--- src/rtl/dmem_access_ctrl_pkg.sv ---
// Shared encodings for the data-memory access controller.
// funct3 width codes, mcause values for memory traps, FSM states.
// No logic; imported by the controller and its alignment unit.
package dmem_access_ctrl_pkg;

  localparam logic [2:0] F3_B  = 3'b000;
  localparam logic [2:0] F3_H  = 3'b001;
  localparam logic [2:0] F3_W  = 3'b010;
  localparam logic [2:0] F3_BU = 3'b100;
  localparam logic [2:0] F3_HU = 3'b101;

  localparam logic [3:0] CAUSE_ILLEGAL     = 4'd2;
  localparam logic [3:0] CAUSE_LD_MISALIGN = 4'd4;
  localparam logic [3:0] CAUSE_LD_FAULT    = 4'd5;
  localparam logic [3:0] CAUSE_ST_MISALIGN = 4'd6;
  localparam logic [3:0] CAUSE_ST_FAULT    = 4'd7;

  typedef enum logic [1:0] {
    ST_IDLE = 2'd0,
    ST_REQ  = 2'd1,
    ST_DONE = 2'd2
  } state_t;

endpackage

--- src/rtl/dmem_access_ctrl_lsu_align.sv ---
// Byte-lane steering: store byte enables/replicated data, load extract/extend, width checks.
// Latency: purely combinational, zero cycles.
// Backpressure: none; the controller decides when the results are used.
module dmem_access_ctrl_lsu_align
  import dmem_access_ctrl_pkg::*;
(
  input  logic [2:0]  f3,
  input  logic        is_store,
  input  logic [1:0]  lane,
  input  logic [31:0] wdata,
  input  logic [31:0] rdata,
  output logic [3:0]  be,
  output logic [31:0] lane_wdata,
  output logic [31:0] ext_rdata,
  output logic        misalign,
  output logic        illegal
);

  logic [31:0] byte_sh;
  logic [31:0] half_sh;

  // Bring the addressed byte / halfword down to bit 0 for extension.
  assign byte_sh = rdata >> {lane, 3'b000};
  assign half_sh = rdata >> {lane[1], 4'b0000};

  // Decode width, produce lane controls and the extended load value.
  always_comb begin
    be         = 4'b0000;
    lane_wdata = wdata;
    ext_rdata  = rdata;
    misalign   = 1'b0;
    illegal    = 1'b0;
    case (f3)
      F3_B, F3_BU: begin
        illegal    = is_store && (f3 == F3_BU);
        be         = 4'b0001 << lane;
        lane_wdata = {4{wdata[7:0]}};
        ext_rdata  = (f3 == F3_B) ? {{24{byte_sh[7]}}, byte_sh[7:0]}
                                  : {24'd0, byte_sh[7:0]};
      end
      F3_H, F3_HU: begin
        illegal    = is_store && (f3 == F3_HU);
        misalign   = lane[0];
        be         = 4'b0011 << {lane[1], 1'b0};
        lane_wdata = {2{wdata[15:0]}};
        ext_rdata  = (f3 == F3_H) ? {{16{half_sh[15]}}, half_sh[15:0]}
                                  : {16'd0, half_sh[15:0]};
      end
      F3_W: begin
        misalign = |lane;
        be       = 4'hF;
      end
      default: illegal = 1'b1;
    endcase
  end

endmodule

--- src/rtl/dmem_access_ctrl.sv ---
// Runs each load/store as a single-beat bus transfer and raises memory traps to the core.
// Latency: request issued the cycle after decode; data in DONE one cycle after ack (ack in first REQ cycle -> 2 stall cycles).
// Backpressure: o_Stall holds the pipeline from acceptance until ack; faults and traps release it immediately.
module dmem_access_ctrl
  import dmem_access_ctrl_pkg::*;
#(
  parameter int ADDR_W  = 32,
  parameter int TIMEOUT = 255
) (
  input  logic              i_clk,
  input  logic              i_rst_n,
  input  logic              i_MemRead,
  input  logic              i_MemWrite,
  input  logic [2:0]        i_f3,
  input  logic [ADDR_W-1:0] i_Addr,
  input  logic [31:0]       i_WrData,
  output logic              o_Stall,
  output logic [31:0]       o_RdData,
  output logic              o_Ex,
  output logic [3:0]        o_ExCause,
  output logic              o_bus_req,
  output logic              o_bus_we,
  output logic [ADDR_W-1:0] o_bus_addr,
  output logic [31:0]       o_bus_wdata,
  output logic [3:0]        o_bus_be,
  input  logic              i_bus_ack,
  input  logic [31:0]       i_bus_rdata,
  input  logic              i_bus_err
);

  localparam logic [7:0] TO_CNT = 8'(TIMEOUT);

  state_t      state;
  logic [7:0]  cnt;
  logic [2:0]  f3_q;
  logic [1:0]  lane_q;

  logic        any_req;
  logic [2:0]  al_f3;
  logic [1:0]  al_lane;
  logic        al_store;
  logic [3:0]  al_be;
  logic [31:0] al_wdata;
  logic [31:0] al_rdata;
  logic        al_misalign;
  logic        al_illegal;
  logic        go;
  logic        timeout;
  logic        fault;

  assign any_req = i_MemRead | i_MemWrite;

  // While a transfer is in flight the aligner must see the captured access, not the live pipeline.
  assign al_f3    = (state == ST_REQ) ? f3_q     : i_f3;
  assign al_lane  = (state == ST_REQ) ? lane_q   : i_Addr[1:0];
  assign al_store = (state == ST_REQ) ? o_bus_we : i_MemWrite;

  dmem_access_ctrl_lsu_align u_align (
    .f3         (al_f3),
    .is_store   (al_store),
    .lane       (al_lane),
    .wdata      (i_WrData),
    .rdata      (i_bus_rdata),
    .be         (al_be),
    .lane_wdata (al_wdata),
    .ext_rdata  (al_rdata),
    .misalign   (al_misalign),
    .illegal    (al_illegal)
  );

  assign go      = (state == ST_IDLE) && any_req && !al_illegal && !al_misalign;
  assign timeout = (cnt == TO_CNT);
  // Error beats ack; a timeout coinciding with a real ack lets the ack complete.
  assign fault   = i_bus_err || (timeout && !i_bus_ack);

  // Stall from acceptance through the ack cycle; a faulting cycle releases the core.
  assign o_Stall = go || ((state == ST_REQ) && !fault);

  // Access FSM with registered bus signals, load result and trap pulse.
  always_ff @(posedge i_clk or negedge i_rst_n) begin
    if (!i_rst_n) begin
      state       <= ST_IDLE;
      cnt         <= 8'd0;
      f3_q        <= 3'd0;
      lane_q      <= 2'd0;
      o_bus_req   <= 1'b0;
      o_bus_we    <= 1'b0;
      o_bus_addr  <= '0;
      o_bus_wdata <= 32'd0;
      o_bus_be    <= 4'd0;
      o_RdData    <= 32'd0;
      o_Ex        <= 1'b0;
      o_ExCause   <= 4'd0;
    end else begin
      o_Ex <= 1'b0;
      case (state)
        ST_IDLE: begin
          if (any_req) begin
            if (al_illegal) begin
              o_Ex      <= 1'b1;
              o_ExCause <= CAUSE_ILLEGAL;
            end else if (al_misalign) begin
              o_Ex      <= 1'b1;
              o_ExCause <= i_MemWrite ? CAUSE_ST_MISALIGN : CAUSE_LD_MISALIGN;
            end else begin
              o_bus_addr  <= {i_Addr[ADDR_W-1:2], 2'b00};
              o_bus_we    <= i_MemWrite;
              o_bus_wdata <= al_wdata;
              o_bus_be    <= al_be;
              f3_q        <= i_f3;
              lane_q      <= i_Addr[1:0];
              o_bus_req   <= 1'b1;
              cnt         <= 8'd1;
              state       <= ST_REQ;
            end
          end
        end
        ST_REQ: begin
          cnt <= cnt + 8'd1;
          if (fault) begin
            o_bus_req <= 1'b0;
            o_Ex      <= 1'b1;
            o_ExCause <= o_bus_we ? CAUSE_ST_FAULT : CAUSE_LD_FAULT;
            cnt       <= 8'd0;
            state     <= ST_IDLE;
          end else if (i_bus_ack) begin
            o_bus_req <= 1'b0;
            if (!o_bus_we) o_RdData <= al_rdata;
            cnt       <= 8'd0;
            state     <= ST_DONE;
          end
        end
        ST_DONE: state <= ST_IDLE;
        default: state <= ST_IDLE;
      endcase
    end
  end

endmodule

--- config.mk ---
export PLATFORM = sky130hd
export DESIGN_NAME = dmem_access_ctrl
export DESIGN_NICKNAME = d
export VERILOG_FILES = /design/src/rtl/dmem_access_ctrl_pkg.sv /design/src/rtl/dmem_access_ctrl_lsu_align.sv /design/src/rtl/dmem_access_ctrl.sv
export SDC_FILE = /design/constraint.sdc
export NUM_CORES = 1
export LEC_CHECK = 0
export BUFFER_PORTS_ARGS = -buffer_cell sky130_fd_sc_hd__buf_2
export CAP_MARGIN = 10
export CELL_PAD_IN_SITES_DETAIL_PLACEMENT = 1
export CELL_PAD_IN_SITES_GLOBAL_PLACEMENT = 2
export CORE_MARGIN = 2
export CORE_UTILIZATION = 31
export CTS_CLUSTER_SIZE = 14
export DETAILED_ROUTE_END_ITERATION = 8
export PLACE_DENSITY_LB_ADDON = 0.1
export SYNTH_ARGS = -nofsm -noshare
export SYNTH_HDL_FRONTEND = slang
export SYNTH_SLANG_ARGS = --single-unit
export TNS_END_PERCENT = 5
--- constraint.sdc ---
create_clock -name i_clk -period 2.6 [get_ports i_clk]
set_input_delay 0.26 -clock i_clk [delete_from_list [all_inputs] [get_ports i_clk]]
set_output_delay 0.26 -clock i_clk [all_outputs]
set_load 0.05 [all_outputs]
# ---- Yosys cells after proc, flatten, opt, wreduce, memory -nomap -nowiden
# Index checks and enable logic that the tools add are counted.
dict set report totals {
  reg_bits 120
  latchBits 0
  mem_bits_rw 0
  mem_bits_ro 0
  input_bits 105
  out_inout_bits 108
  elab_cells 99
  n_memories 0
}
dict set report op_classes {
  add_sub_neg 1
  multipliers 0
  div 0
  magnitude_cmp 0
  n_eq_ne 12
  shifts 4
  n_mux 40
  n_bitwise 5
  reduce_logical 25
}
# cell n
set op_table {}
lappend op_table {{32-bit one-hot mux with 2 select lines} 2}
lappend op_table {{32-bit two-way mux} 2}
lappend op_table {{8-bit two-way mux} 5}
lappend op_table {{32-bit by 5-bit >> shifter with 16-bit output} 1}
lappend op_table {{32-bit by 5-bit >> shifter with 8-bit output} 1}
lappend op_table {{4-bit AND reduction} 5}
lappend op_table {{2-bit two-way mux} 8}
lappend op_table {{4-bit two-way mux} 4}
lappend op_table {{8-bit one-hot mux with 2 select lines} 1}
lappend op_table {{4-bit one-hot mux with 3 select lines} 1}
lappend op_table {{1-bit two-way mux} 10}
lappend op_table {{8-bit by 1-bit adder with 8-bit output, second input constant} 1}
lappend op_table {{8-bit == test, second input constant} 1}
lappend op_table {{2-bit != test, second input constant} 4}
lappend op_table {{4-bit one-hot mux with 2 select lines} 1}
lappend op_table {{1-bit logical AND} 7}
lappend op_table {{3-bit == test, second input constant} 2}
lappend op_table {{3-bit != test, second input constant} 2}
lappend op_table {{1-bit one-hot mux with 2 select lines} 3}
lappend op_table {{2-bit OR reduction} 3}
lappend op_table {{5-bit AND reduction} 1}
lappend op_table {{1-bit logical NOT} 4}
lappend op_table {{1-bit NOT} 4}
lappend op_table {{2-bit one-hot mux with 2 select lines} 1}
lappend op_table {{12 further kinds} 13}

# ---- Logic depth before layout (Yosys ltp)
# Gate-level depths: netlist of the first run.
dict set report depth {
  depth_word 9
  ltp_mapped 9
  depth_no_buf 7
}

# ---- Modules after synthesis
# Synthesis of the first run repeated with hierarchy kept, for this count alone.
dict set report hier_totals {
  hier_cells 629
  area_unflattened_um2 5993.2
}
# mod instances cells_per_inst area_each_um2
set modules_own_cells {}
lappend modules_own_cells {dmem_access_ctrl 1 474 4908.5}
lappend modules_own_cells {dmem_access_ctrl_lsu_align 1 155 1084.8}

# ---- Least setup slack after synthesis of the first run
# OpenSTA, ideal clock, no wires.
dict set report synth_path {
  kind {register -> output}
  startpoint {register state[1]}
  endpoint {output port o_Stall}
  arrival_ns 2.292
  required_ns 2.340
  slack_ns 0.048
  path_stages_with_launch 10
  n_path_buf 3
  path_cell_list {dfrtp_1 > nor2b_2 > buf_6 > mux2i_1 > a221oi_2 > nor3_2 > and2b_4 > buf_8 > buf_8 > or2_1}
}
dict set report synth_between {
  elab_chain_len 9
  word_cells_on_any_way 24
  classes_between {5 x eq/ne; 5 x mux; 14 x reduce/logical}
}
# element line
set synth_lines {}
lappend synth_lines {{start: declaration} dmem_access_ctrl.sv:33} ;# state_t state;
lappend synth_lines {{start signal: assignment} dmem_access_ctrl.sv:82} ;# state <= ST_IDLE;
lappend synth_lines {{start signal: assignment} dmem_access_ctrl.sv:114} ;# state <= ST_REQ;
lappend synth_lines {{start signal: assignment} dmem_access_ctrl.sv:125} ;# state <= ST_IDLE;
lappend synth_lines {{2-bit by 1-bit == test with 1-bit output} --}
lappend synth_lines {{3-bit two-way mux} dmem_access_ctrl.sv:54} ;# assign al_f3 = (state == ST_REQ) ? f3_q : i_f3;
lappend synth_lines {{3-bit by 1-bit == test with 1-bit output, or another cell as far along} dmem_access_ctrl_lsu_align.sv:33} ;# case (f3)
lappend synth_lines {{2-bit OR reduction, or another cell as far along} dmem_access_ctrl_lsu_align.sv:33}
lappend synth_lines {{1-bit one-hot mux with 3 select lines} dmem_access_ctrl_lsu_align.sv:33}
lappend synth_lines {{1-bit logical NOT} dmem_access_ctrl.sv:71} ;# assign go = (state == ST_IDLE) && any_req && !al_illegal && !al_misalign;
lappend synth_lines {{1-bit logical AND (2 in a row)} dmem_access_ctrl.sv:71}
lappend synth_lines {{1-bit logical OR (*)} dmem_access_ctrl.sv:77} ;# assign o_Stall = go || ((state == ST_REQ) && !fault);
lappend synth_lines {{end: declaration} dmem_access_ctrl.sv:17} ;# output logic o_Stall,
# Mark *: on every way between the ends. The rest lies on a longest branch, timed or not.

# ---- Worst setup path in the final report of the first run
# Ends and elaborated chain as after synthesis.

==> results of run 1 <==
where the power goes:
group / leakage, nW / internal (mW) / switching, mW
Clock: 0.308 / 1.63 / 0.954
Combinational: 2.30 / 2.52 / 4.84
Sequential: 1.44 / 2.73 / 0.550
layer usage:
metal  global-route usage, %  vias to the layer above
li1                        -                     2385
met2                    31.7                      136
met3                    4.07                       20
met4                    6.76                        0
met1                    25.3                     2565
met5                       0                        -
per-stage QoR:
stage / setup slack, ps / total power, mW / utilization (%) / std cells / cell area (sq um)
after detailed placement: 53.5 / 10.5 / 39.4 / 996 / 7440
after global routing: -17.7 / 13.9 / 43.7 / 1038 / 8260
after floorplan: 47.6 / 8.71 / - / 530 / 6030
after global placement: 149 / 10.3 / 39.4 / 996 / 7440
final: 98.1 / 13.2 / 43.7 / 1038 / 8260
after CTS: 8.77 / 13.2 / 43.0 / 1030 / 8120
kinds of logic (layout without fill, tap and decap cells):
group           count (synthesis)  after routing  share of synthesized area (%)
mux                           105            105                           22.0
buf+inv                        38            285                           4.47
fa+ha+maj                       1              1                          0.208
compound gates                 91             91                           10.5
flops                         119            119                           49.4
simple gates                  173            173                           13.4
other cells                     1              4                         0.0622
how the worst max path moves through the flow:
stage	startpoint	end	slack (ps)	depth (start not counted)
2_1_floorplan	state[1]	o_Stall	50	9
3_3_place_gp	state[1]	f3_q[0]	150	8
3_5_place_dp	state[1]	lane_q[0]	50	8
4_1_cts	state[1]	o_Stall	9	8
5_1_grt	state[1]	o_Stall	-20	7
6_report	state[1]	o_Stall	100	7
final cells by class:
| type | count | area [sq um] | area share (%) |
|---|---|---|---|
| antenna | 1 | 2.50 | 0.0303 |
| clock buffer | 17 | 425 | 5.15 |
| clock inverter | 15 | 213 | 2.58 |
| inverter | 3 | 11.3 | 0.136 |
| multi-input combinational | 373 | 2860 | 34.6 |
| sequential | 119 | 2980 | 36.1 |
| tap | 260 | 325 | 3.94 |
| timing repair buffer | 250 | 1440 | 17.4 |
flip-flops by register name (all words and copies together), names as in the netlist:
name / flops
o_bus_req: 1
o_bus_be: 4
o_bus_we: 1
f3_q: 3
lane_q: 2
o_ExCause: 3
o_bus_wdata: 32
o_RdData: 32
state: 2
o_bus_addr: 30
o_Ex: 1
cnt: 8
cell usage in the layout (no fill, tap or decap), types with 2 or more instances in the layout:
cell,Yosys,layout
a221oi_1,7,7
a31oi_1,6,5
o21ai_0,35,35
o31ai_1,3,2
nor3b_1,3,3
and3_1,4,4
a22oi_1,8,8
inv_1,3,3
or3_1,2,2
mux2i_2,0,2
buf_2,4,207
nand2b_1,4,3
inv_6,0,7
a21oi_1,11,11
clkinvlp_4,0,2
buf_12,4,3
dfrtp_2,0,4
nor2_1,47,47
dfrtp_1,119,115
clkbuf_16,0,18
bufinv_16,0,4
nor3_2,1,2
nand2_1,55,55
nand3_1,35,35
nor3_1,5,4
a2111o_1,7,7
buf_6,1,4
mux2i_1,23,21
mux2_2,36,35
conb_1,1,3
mux2_4,46,47
o31ai_2,2,3
buf_4,7,33
nand4_1,2,2
repair_timing:
item | CTS | global route
hold buffers | 1 | 0
endpoints found under the hold margin | 43 | 0
setup endpoints to repair | 1 | 66
buffers inserted | 1 | 6
gates cloned | 0 | 1
resized for setup | 8 | 16
pin swaps | 1 | 3
==> results_dict.tcl, run 1 <==
set metrics [dict create \
    cts_made_buffers 17 \
    hold_viol_final 0 \
    start_util_pct 31.9 \
    detail_route.vias_per_cell 4.92 \
    drive_above_1_share_pct 49.7 \
    core_area_sq_um 18900 \
    worstHoldPathCells 2 \
    hold_end "o_bus_addr[3]" \
    syn_inst 528 \
    setup_viol 0 \
    syn_area_sq_um 6020 \
    timing.rr.end "o_bus_wdata[0]" \
    ir_drop_uv 679 \
    clkTransAtPathRegs_ps 60 \
    gp_congestion 0.775 \
    worst-path-max-fanout 6 \
    clockRootBuffer "clkbuf_16" \
    fin_crit_ps 2500 \
    hpwl_mm 14.5 \
    via_count 5106 \
    async_reset_ff_share_pct 100 \
    yosys_warnings 0 \
    synthTopCellsByArea "dfrtp_1 (49%), mux2_4 (11%), mux2_2 (6.7%)" \
    cp-start-kind "flop" \
    antenna_found_initial 1 \
    fmaxAchievable_mhz 400 \
    period_share_pct 96.2 \
    route.met2.wl_mm 9.60 \
    layout.nets 870 \
    arrival_ps 2240 \
    power_density_nw_per_um2 1600 \
    io_pins 213 \
    yosysMostFrequentCell "dfrtp_1" \
    ys_types 56 \
    drt-total-wl_mm 19.8 \
    insertion_delay_ps 430 \
    yosysTopAreaCell "dfrtp_1" \
    synthTopCellsByCount "dfrtp_1 (119), nand2_1 (55), nor2_1 (47), mux2_4 (46), mux2_2 (36)" \
    clock_skew_ps 8.76 \
    overflow 0 \
    drv_slew 0 \
    fin_setup_tns_ps 0 \
    synth_edf_count 0 \
    wl_met1_mm 8.92 \
    ant_nets 0 \
    rr_startpoint "state[1]" \
    grt_max_degree 53 \
    tritoncts "built" \
    path_common_cell "nor3_2" \
    rows 50 \
    slowest_stage "or4b_4" \
    cts.sinks 119 \
    path_delay_family "simple AND/OR/NAND/NOR gates" \
    cp-end-kind "output port" \
    syn_avg_cell_area_sq_um 11.4 \
    crit_required_ps 2340 \
    area_growth_pct 37.1 \
    drt_iter0_drc 148 \
    max_cap_violations 0 \
    synth.top_cell.area_share_pct 49.4 \
    clk_path_buf_depth 2 \
    worstHoldStart "i_Addr[3]" \
    die_area_sq_um 20600 \
    hp-class "input port to flop" \
    reg2reg_slack_ps 120 \
    hold_ws_ps 60.6 \
    die_y_um 143 \
    reg2regPathDepth 8 \
    drc 0 \
    grt_usage_pct 19.3 \
    wl_per_cell_um 19.0 \
    ys_ff_latch 119 \
    status "finished clean" \
    dr.pass1.iters 4 \
    path_cells "or4b_4, o31ai_2, nor3_2, nor3_2, and2b_4, or2_4, buf_8" \
    wl_met3_um 971 \
    io_buffers 209 \
    path_buf_inv 1 \
    nFillCells 2178 \
    tightest_slew_ps 1210 \
    ys.flop_type "dfrtp_1" \
    worst_path_largest_cell_delay_ps 500 \
    grt_pass1_vias 5403 \
    grt_pass1_wl_mm 30.3 \
    p_leak_nw 4.05 \
    worst-setup-path-type "flop to output port" \
    relSlewSlack_pct 19.5 \
    dr.max_layer_used "met4" \
    synth-seq-area-share_pct 49.4 \
    h-tree-depth 4 \
    die_w_um 143 \
]
No activity file was read; power rests on OpenSTA's default activity.
==> run 2: changes to the inputs <==
Settings changed: CORE_UTILIZATION 31 to 33.
Clock period 2.6 ns to 2.9 ns, I/O delays scaled along.
==> run 2 against run 1 <==
Compared with the run above:
- flip-flop and latch count unchanged
- power down 14%
- first-iteration DRC count up 2.0%
- via count down 2.5%
- worst hold slack better by 41 ps
- register-to-register slack better by 170 ps
- core utilization up 0.79 points
- die area down 5.9%
- sequential power down 11%
- clock skew down 1.2 ps
- worst setup slack better by 42 ps
- critical endpoint unchanged
- largest cell class unchanged
- largest power group unchanged
- highest routed layer unchanged
==> results_dict.tcl, run 2 (synthesis results as in run 1) <==
set metrics [dict create \
    drt_iter0_drc 151 \
    rows 49 \
    io_buffers 209 \
    final_cell_mix "buf_2 (208), dfrtp_1 (118), nand2_1 (55)" \
    cp-start-kind "flop" \
    die_y_um 139 \
    fin_crit_ps 2760 \
    cp-end-kind "output port" \
    gp_congestion 0.775 \
    h-tree-depth 4 \
    period_share_pct 95.2 \
    wl_per_cell_um 19.1 \
    cts.sinks 119 \
    grt_max_degree 47 \
    antenna_found_initial 0 \
    max_cap_violations 0 \
    dr.pass1.iters 4 \
    tritoncts "built" \
    layout_commonest_cell "buf_2" \
    arrival_ps 2470 \
    hold_viol_final 0 \
    die_area_sq_um 19400 \
    worst-path-max-fanout 6 \
    grt_usage_pct 19.5 \
    layout.nets 855 \
    ir_drop_uv 725 \
    clkTransAtPathRegs_ps 60 \
    relSlewSlack_pct 21.3 \
    area_growth_pct 32.7 \
    tightest_slew_ps 1180 \
    hpwl_mm 13.6 \
    drc 0 \
    clock_skew_ps 7.57 \
    overflow 0 \
    drive_above_1_share_pct 47.8 \
    insertion_delay_ps 410 \
    core_area_sq_um 18000 \
    cts_made_buffers 17 \
    detail_route.vias_per_cell 5.02 \
    power_density_nw_per_um2 1430 \
    clockRootBuffer "clkbuf_16" \
    dpl_worst_slack_ps 148 \
    placed_area_sq_um 7330 \
    start_util_pct 33.5 \
    antenna_cells 0 \
    drv_slew 0 \
    rsz0062_at_grt "no" \
    setup_viol 0 \
    p_leak_nw 3.92 \
    status "finished clean" \
    ant_nets 0 \
    grt_pass1_wl_mm 29.8 \
    clk_path_buf_depth 2 \
    worst-setup-path-type "flop to output port" \
    grt_pass1_vias 5229 \
    hold_ws_ps 101 \
    crit_required_ps 2610 \
    hp-class "input port to flop" \
    die_w_um 139 \
    drt-total-wl_mm 18.9 \
    largestRegisters "o_RdData: 32 flops, o_bus_wdata: 32 flops, o_bus_addr: 30 flops" \
    fmaxAchievable_mhz 362 \
    stdcell_area_sq_um 7990 \
    finalWorstSetupSlack_ps 140 \
    postLayoutCoreUtil_pct 44.5 \
    fin_setup_tns_ps 0 \
    via_count 4979 \
    io_pins 213 \
]
## run 2: critical path: stages, from the launching register on
cell and delay (ps):
dfrtp_1 440, or4b_1 540, o31ai_1 130, nor3_2 110, nor3_2 200, and2b_4 250
or2_1 130, buf_2 260
## run 2: worst paths after layout
path                         startpoint             to  cells past startpoint  slack (ps)
max reg2reg                    state[1]    o_RdData[5]                      6         290
min                           i_Addr[2]  o_bus_addr[2]                      2         100
max in group asynchronous       i_rst_n       state[1]                      3        1590
min reg2reg                o_RdData[18]   o_RdData[18]                      2         490
min in group asynchronous       i_rst_n   o_RdData[29]                      2         420
max                           lane_q[1]        o_Stall                      7         140
## run 2: what timing repair did
action                                 in CTS  in global routing
setup endpoints to repair                   1                  1
gates resized for setup                     3                  5
endpoints found under the hold margin      43                  0
hold buffers                                1                  0
buffers inserted                            0                  2
## run 2: where the power goes
group | total, mW | switching [mW] | leakage (nW) | internal, mW
clock network | 2.13 | 0.817 | 0.290 | 1.32
logic | 6.39 | 4.29 | 2.19 | 2.10
registers | 2.91 | 0.464 | 1.44 | 2.44
total | 11.4 | 5.58 | 3.92 | 5.86
## run 2: stage by stage
step           power, mW  std cells
2_1_floorplan       7.81        530
3_3_place_gp        9.20        956
3_5_place_dp        9.31        956
4_1_cts             11.5        989
5_1_grt             12.0        991
6_report            11.4        991
## run 2: per-layer routing
metal  wire (um)  part of all wire [%]  vias to the layer above  global-route usage, %
met5           0                     0                        -                      0
met4         255                   1.3                        0                   4.78
met3         862                   4.6                       15                   5.11
met2        9310                    49                      141                   32.5
met1        8470                    45                     2481                   25.5
li1            -                     -                     2342                      -
## run 2: final cells by class
type | count | area (sq um)
Clock buffer | 19 | 453
Clock inverter | 13 | 146
Fill cell | 2019 | 9970
Inverter | 3 | 11.3
Multi-Input combinational cell | 373 | 2830
Sequential cell | 119 | 2980
Tap cell | 229 | 287
Timing Repair Buffer | 235 | 1280
